## src/rtl/mycpu_pkg.sv

```systemverilog
// Shared types for the memory port arbiter: owner encoding and FSM states.
// Imported by the arbiter top and its owner-tracking FIFO.
package mycpu_pkg;

  typedef enum logic {
    OWN_INST = 1'b0,
    OWN_DATA = 1'b1
  } owner_t;

  typedef enum logic [1:0] {
    ST_IDLE   = 2'd0,
    ST_HOLD_I = 2'd1,
    ST_HOLD_D = 2'd2
  } arb_state_t;

endpackage

```

## src/rtl/mem_port_arbiter_if.sv

```systemverilog
// Shared memory port bundle: request side (mem_req..mem_wdata) and
// response side (mem_addr_ok, mem_data_ok, mem_rdata).
interface mem_port_arbiter_if;

  logic        mem_req;
  logic        mem_wr;
  logic [3:0]  mem_wstrb;
  logic [31:0] mem_addr;
  logic [31:0] mem_wdata;
  logic        mem_addr_ok;
  logic        mem_data_ok;
  logic [31:0] mem_rdata;

  modport master (
    output mem_req, mem_wr, mem_wstrb,
    output mem_addr, mem_wdata,
    input  mem_addr_ok, mem_data_ok, mem_rdata
  );

  modport slave (
    input  mem_req, mem_wr, mem_wstrb,
    input  mem_addr, mem_wdata,
    output mem_addr_ok, mem_data_ok, mem_rdata
  );

endinterface

```

## src/rtl/arb_owner_fifo.sv

```systemverilog
// In-order tracker of which requester owns each outstanding transaction.
// Ports: clk, reset, push/din, pop, dout (head), full, empty.
module arb_owner_fifo
  import mycpu_pkg::*;
#(
  parameter int DEPTH = 2
) (
  input  logic   clk,
  input  logic   reset,
  input  logic   push,
  input  owner_t din,
  input  logic   pop,
  output owner_t dout,
  output logic   full,
  output logic   empty
);

  localparam int AW = $clog2(DEPTH);

  owner_t        q [DEPTH];
  logic [AW-1:0] wp;
  logic [AW-1:0] rp;
  logic [AW:0]   cnt;
  logic          do_push;
  logic          do_pop;

  assign full    = (cnt == (AW+1)'(DEPTH));
  assign empty   = (cnt == '0);
  assign do_push = push & ~full;
  assign do_pop  = pop & ~empty;
  assign dout    = q[rp];

  always_ff @(posedge clk) begin
    if (reset) begin
      wp  <= '0;
      rp  <= '0;
      cnt <= '0;
    end else begin
      if (do_push) begin
        q[wp] <= din;
        wp    <= wp + 1'b1;
      end
      if (do_pop)
        rp <= rp + 1'b1;
      // push and pop together leave the count unchanged
      case ({do_push, do_pop})
        2'b10:   cnt <= cnt + 1'b1;
        2'b01:   cnt <= cnt - 1'b1;
        default: cnt <= cnt;
      endcase
    end
  end

endmodule

```

## src/rtl/mem_port_arbiter.sv

```systemverilog
// Arbitrates fetch and load/store requests onto one shared memory port.
// Ports: clk, reset, inst_*/data_* CPU sides, rdata, mem (master bundle).
// Optional starvation guard for fetch: MEM_ARB_STARVE_GUARD_EN.
module mem_port_arbiter
  import mycpu_pkg::*;
#(
  parameter int OUTSTANDING_DEPTH = 2,
  parameter int STARVE_LIMIT      = 4
) (
  input  logic        clk,
  input  logic        reset,
  input  logic        inst_req,
  input  logic [31:0] inst_addr,
  output logic        inst_addr_ok,
  output logic        inst_data_ok,
  input  logic        data_req,
  input  logic        data_wr,
  input  logic [3:0]  data_wstrb,
  input  logic [31:0] data_addr,
  input  logic [31:0] data_wdata,
  output logic        data_addr_ok,
  output logic        data_data_ok,
  output logic [31:0] rdata,
  mem_port_arbiter_if.master mem
);

  arb_state_t state;
  arb_state_t state_nxt;
  owner_t     owner;
  owner_t     head;
  logic       sel_req;
  logic       accept;
  logic       pop;
  logic       full;
  logic       empty;
  logic       starve;

`ifdef MEM_ARB_STARVE_GUARD_EN
  localparam int SW = $clog2(STARVE_LIMIT + 1);
  logic [SW-1:0] starve_cnt;

  // counts fetch wait cycles; saturates so fetch keeps priority
  always_ff @(posedge clk) begin
    if (reset || !inst_req || inst_addr_ok)
      starve_cnt <= '0;
    else if (starve_cnt != SW'(STARVE_LIMIT))
      starve_cnt <= starve_cnt + 1'b1;
  end

  assign starve = (starve_cnt == SW'(STARVE_LIMIT));
`else
  assign starve = 1'b0;
`endif

  always_ff @(posedge clk) begin
    if (reset) state <= ST_IDLE;
    else       state <= state_nxt;
  end

  always_comb begin
    state_nxt = state;
    unique case (state)
      ST_IDLE:
        if (mem.mem_req && !mem.mem_addr_ok)
          state_nxt = (owner == OWN_DATA) ? ST_HOLD_D : ST_HOLD_I;
      ST_HOLD_I, ST_HOLD_D:
        if (accept)
          state_nxt = ST_IDLE;
      default: state_nxt = ST_IDLE;
    endcase
  end

  always_comb begin
    owner = OWN_INST;
    unique case (state)
      ST_HOLD_I: owner = OWN_INST;
      ST_HOLD_D: owner = OWN_DATA;
      default:
        if (data_req && !(starve && inst_req))
          owner = OWN_DATA;
    endcase

    sel_req = (owner == OWN_DATA) ? data_req : inst_req;

    mem.mem_req   = sel_req & ~full & ~reset;
    mem.mem_addr  = inst_addr;
    mem.mem_wdata = data_wdata;
    mem.mem_wr    = 1'b0;
    mem.mem_wstrb = 4'h0;
    if (owner == OWN_DATA) begin
      mem.mem_addr  = data_addr;
      mem.mem_wr    = data_wr;
      mem.mem_wstrb = data_wstrb;
    end

    accept       = mem.mem_req & mem.mem_addr_ok;
    inst_addr_ok = accept & (owner == OWN_INST);
    data_addr_ok = accept & (owner == OWN_DATA);

    // a response with nothing outstanding is dropped
    pop          = mem.mem_data_ok & ~empty & ~reset;
    inst_data_ok = pop & (head == OWN_INST);
    data_data_ok = pop & (head == OWN_DATA);
  end

  assign rdata = mem.mem_rdata;

  arb_owner_fifo #(
    .DEPTH (OUTSTANDING_DEPTH)
  ) u_fifo (
    .clk   (clk),
    .reset (reset),
    .push  (accept),
    .din   (owner),
    .pop   (pop),
    .dout  (head),
    .full  (full),
    .empty (empty)
  );

endmodule
```

## src/flat_wrapper.sv

```systemverilog
// flat-port wrapper written by rule: the top's interface ports become plain ports
module mem_port_arbiter_flat import mycpu_pkg::*;
#(
  parameter int OUTSTANDING_DEPTH = 2,
  parameter int STARVE_LIMIT      = 4
)
  (clk, reset, inst_req, inst_addr, inst_addr_ok, inst_data_ok, data_req, data_wr, data_wstrb, data_addr, data_wdata, data_addr_ok, data_data_ok, rdata, mem_mem_req, mem_mem_wr, mem_mem_wstrb, mem_mem_addr, mem_mem_wdata, mem_mem_addr_ok, mem_mem_data_ok, mem_mem_rdata);
  mem_port_arbiter_if mem_i ();
  input  logic clk;
  input  logic reset;
  input  logic inst_req;
  input  logic [31:0] inst_addr;
  output logic inst_addr_ok;
  output logic inst_data_ok;
  input  logic data_req;
  input  logic data_wr;
  input  logic [3:0] data_wstrb;
  input  logic [31:0] data_addr;
  input  logic [31:0] data_wdata;
  output logic data_addr_ok;
  output logic data_data_ok;
  output logic [31:0] rdata;
  output wire logic [$bits(mem_i.mem_req)-1:0] mem_mem_req;
  output wire logic [$bits(mem_i.mem_wr)-1:0] mem_mem_wr;
  output wire logic [$bits(mem_i.mem_wstrb)-1:0] mem_mem_wstrb;
  output wire logic [$bits(mem_i.mem_addr)-1:0] mem_mem_addr;
  output wire logic [$bits(mem_i.mem_wdata)-1:0] mem_mem_wdata;
  input wire logic [$bits(mem_i.mem_addr_ok)-1:0] mem_mem_addr_ok;
  input wire logic [$bits(mem_i.mem_data_ok)-1:0] mem_mem_data_ok;
  input wire logic [$bits(mem_i.mem_rdata)-1:0] mem_mem_rdata;
  assign mem_mem_req = mem_i.mem_req;
  assign mem_mem_wr = mem_i.mem_wr;
  assign mem_mem_wstrb = mem_i.mem_wstrb;
  assign mem_mem_addr = mem_i.mem_addr;
  assign mem_mem_wdata = mem_i.mem_wdata;
  assign mem_i.mem_addr_ok = mem_mem_addr_ok;
  assign mem_i.mem_data_ok = mem_mem_data_ok;
  assign mem_i.mem_rdata = mem_mem_rdata;
  mem_port_arbiter #(.OUTSTANDING_DEPTH(OUTSTANDING_DEPTH), .STARVE_LIMIT(STARVE_LIMIT)) u_core (.clk(clk), .reset(reset), .inst_req(inst_req), .inst_addr(inst_addr), .inst_addr_ok(inst_addr_ok), .inst_data_ok(inst_data_ok), .data_req(data_req), .data_wr(data_wr), .data_wstrb(data_wstrb), .data_addr(data_addr), .data_wdata(data_wdata), .data_addr_ok(data_addr_ok), .data_data_ok(data_data_ok), .rdata(rdata), .mem(mem_i));
endmodule
```

## config.mk

```make
export PLATFORM = sky130hd
export DESIGN_NAME = mem_port_arbiter_flat
export DESIGN_NICKNAME = d
export VERILOG_FILES = /design/src/rtl/mycpu_pkg.sv /design/src/rtl/mem_port_arbiter_if.sv /design/src/rtl/arb_owner_fifo.sv /design/src/rtl/mem_port_arbiter.sv /design/src/flat_wrapper.sv
export SDC_FILE = /design/constraint.sdc
export NUM_CORES = 1
export LEC_CHECK = 0
export ABC_CLOCK_PERIOD_IN_PS = 3820
export BUFFER_PORTS_ARGS = -buffer_cell sky130_fd_sc_hd__buf_2
export CORE_AREA = 3 3 94 96
export DETAILED_ROUTE_END_ITERATION = 7
export DIE_AREA = 0 0 97 99
export PLACE_DENSITY_LB_ADDON = 0.08
export REMOVE_ABC_BUFFERS = 1
export SLEW_MARGIN = 20
export SYNTH_ARGS = -nofsm -noshare
export SYNTH_HDL_FRONTEND = slang
export SYNTH_SLANG_ARGS = --single-unit
```

## constraint.sdc

```tcl
create_clock -name clk -period 3.82 [get_ports clk]
set_input_delay 0.764 -clock clk [delete_from_list [all_inputs] [get_ports clk]]
set_output_delay 0.764 -clock clk [all_outputs]
set_load 0.01 [all_outputs]
```

==> impl_metrics.csv <==
group,metric,value,unit
global_routing,grt_max_degree,42,
logic_synthesis,synth_top_cell_by_area,"buf_4",
sta,finClkSkew,2.99,ps
floorplan,core-area,8130,sq um
placed_design,place.detailed.hpwl,7180,um
sta,fin_hold_ws,460,ps
logic_synthesis,synth_area_leaders,"buf_4 34%, mux2_2 25%, dfxtp_1 9.9%, edfxtp_1 4.2%, and2_1 3.1%",
setup_path,crit_end,"mem_mem_addr[6]",
clock_network,clockBufferDepth,2,
logic_synthesis,yosysUniqueCellTypes,29,
clock_network,cts_max_level,1,
floorplan,die_w,97,um
setup_path,cp_common_cell,"inv_1",
setup_path,slowest_delay,410,ps
final_layout,syn_to_final_growth,18.4,%
global_routing,grt_pass1_wl,10400,um
clock_network,clk_latency,230,ps
global_routing,grt_pass1_vias,1360,
final_layout,n_fill_cell,925,
routing,drc_errors,0,
clock_network,hold_buffers,0,
floorplan,fp.dieH,99,um
final_layout,final_util,20.6,%
setup_path,r2r-end,"u_core.u_fifo.cnt[1]",
sta,final.min_clock_period,3060,ps
setup_path,path_cells,"inv_1, ha_1, nand2_1, a21boi_2, inv_1, buf_4, mux2_2, buf_2",
routing,wl,8020,um
routing,final_antenna_net_count,0,
setup_path,reg2reg_depth,8,
clock_network,clock_sinks,9,
placed_design,place_inst,314,
power_and_ir_drop,p_per_area,268,nW/um^2
routing,via_per_inst,4.14,
setup_path,worstPathArrival,2300,ps
logic_synthesis,syn_area,1420,sq um
final_layout,antennaDiodeCount,0,
sta,fin_setup_tns,0,ps
placed_design,finalWeightedCongestion,0.755,
sta,maxSlewHeadroom,67.2,%
worst_hold_path,hold_class,"reg -> reg",
clock_network,postCtsSetupRepairBufs,0,
power_and_ir_drop,power_leakage,0.819,nW
final_layout,most-common-layout-cells,"116 x buf_2, 32 x mux2_2, 11 x nor2_1, 7 x and2_1, 7 x dfxtp_1",
routing,wl_per_cell,25.2,um
clock_network,clkSlewWorstSetupHoldPaths,40,ps
floorplan,io_pins,245,
sta,grt_setup_unrepaired,"false",
clock_network,cts-buffers-inserted,3,
final_layout,final-seq-area,200,sq um
clock_network,cts_root_buffer,"clkbuf_8",
floorplan,row_count,33,
placed_design,portBuffers,116,
logic_synthesis,synth_seq_cells,9,
routing,drtPass1Iterations,4,
logic_synthesis,syn_inst,161,
logic_synthesis,syn_area_per_cell,8.79,sq um
sta,tightest_slew,492,ps
global_routing,antenna_found_initial,0,
placed_design,post_dp_cell_area,1630,sq um
global_routing,grt-ovfl-total,0,
sta,fin_crit_sh,80.2,%
logic_synthesis,synth_top_area_share,34.0,%
setup_path,critPathCaptureType,"primary output",
final_layout,finalNonFillerCells,318,
clock_network,cts_tree,"yes",
setup_path,path_max_fanout,41,
run_status,outcome,"finished, final reports clean",
flow_run,max_cap_violations,0,
logic_synthesis,ys_warn_count,0,
setup_path,crit_start,"u_core.state[1]",
logic_synthesis,ys_seq_area_share,14.1,%
routing,drt_iter0_markers,18,
setup_path,crit_type,"reg -> out",
power_and_ir_drop,peakVddDrop,0.0978,mV
final_layout,finalInstanceArea,1680,sq um
sta,max_freq,0.326,GHz
global_routing,grtUsageTotal,15.6,%
sta,drv_slew,0,
clock_network,cts_resized,0,
sta,finalSetupViolations,0,
sta,finalHoldViolations,0,
setup_path,r2r_slack,1480,ps
floorplan,design.die.area,9600,sq um
setup_path,startpoint_type,"flop",
setup_path,r2r-start,"u_core.state[0]",
final_layout,layout.nets,356,
final_layout,layout-drive-gt1-share,72.8,%
setup_path,slowest_stage,"mux2_2",
final_layout,multi_input_area,692,sq um
floorplan,start_util,17.4,%
setup_path,cp.required,3060,ps
final_layout,final_common_cell,"buf_2",
routing,vias,1318,
-- layout make-up --
class / instances / share of cell area, %
Timing Repair Buffer: 117 / 35.1
Inverter: 5 / 1.12
Sequential cell: 9 / 11.9
Tap cell: 105 / 7.84
Multi-Input combinational cell: 78 / 41.3
Clock buffer: 4 / 2.69
-- stage by stage --
step           worst slack, ps  power [mW]
2_1_floorplan              933       0.245
3_3_place_gp               932       0.350
3_5_place_dp               969       0.346
4_1_cts                    710       0.461
5_1_grt                    603       0.484
6_report                   756       0.450
-- worst max-delay path: cells and delay by family (launching register included) --
kind	cells	cell delay (ps)
multiplexers	1	410
flip-flops	1	350
AND/OR/NAND/NOR	1	90
adder cells (fa/ha/maj)	1	360
buffers and inverters	4	650
AO/OA/AOI/OAI	1	180
-- cells in the mapped netlist --
| library cell | instances |
|---|---|
| nand3b_1 | 1 |
| o32ai_1 | 1 |
| xor2_1 | 2 |
| nor4_1 | 1 |
| a21oi_1 | 1 |
| buf_4 | 64 |
| o221a_2 | 1 |
| nand2_1 | 1 |
| dfxtp_1 | 7 |
| nor2b_1 | 1 |
| and2_1 | 7 |
| inv_1 | 5 |
| o21ai_0 | 3 |
| mux2_2 | 32 |
| nand2b_1 | 1 |
| or3_1 | 1 |
| nor4b_1 | 1 |
| o2bb2ai_1 | 2 |
| clkbuf_1 | 1 |
| o21a_1 | 2 |
| and2b_1 | 1 |
| xnor2_1 | 2 |
| edfxtp_1 | 2 |
| a2111oi_4 | 1 |
| a21boi_2 | 1 |
| buf_2 | 4 |
| mux2i_1 | 1 |
| nor2_1 | 11 |
| ha_1 | 3 |
-- metal layers --
| metal | wire length [um] | global-route usage [%] | share of wire (%) | up-vias |
|---|---|---|---|---|
| met3 | 2630 | 24.1 | 33 | 12 |
| met1 | 2380 | 14.1 | 30 | 536 |
| li1 | - | - | - | 578 |
| met2 | 2820 | 18.4 | 35 | 188 |
| met4 | 88 | 2.16 | 1.1 | 4 |
| met5 | 105 | 9.23 | 1.3 | - |
-- report_power, final --
group,switching [mW],internal [mW],leakage [nW]
Sequential,0.00578,0.107,0.0754
Clock,0.0379,0.0728,0.0228
Combinational,0.106,0.120,0.721
Total,0.150,0.300,0.819
-- how the worst min path moves through the flow --
stage	startpoint	slack [ps]	to	depth (start not counted)
after global routing	u_core.state[0]	500	u_core.state[0]	1
after global placement	u_core.state[0]	460	u_core.state[0]	1
after floorplan	u_core.state[0]	430	u_core.state[0]	1
after CTS	u_core.state[0]	470	u_core.state[0]	1
final	u_core.state[0]	460	u_core.state[0]	1
after detailed placement	u_core.state[0]	450	u_core.state[0]	1
-- cell families (layout without fill, tap and decap cells) --
kind of cell | count (synthesis) | count (layout) | synth area share, %
XOR/XNOR | 4 | 4 | 2.48
AO/OA/AOI/OAI | 12 | 12 | 7.87
adder cells (fa/ha/maj) | 3 | 3 | 2.65
multiplexers | 33 | 33 | 26.2
buffers and inverters | 74 | 126 | 37.0
flip-flops | 9 | 9 | 14.1
AND/OR/NAND/NOR | 26 | 26 | 9.73
Power figures use the tool's default switching activity.
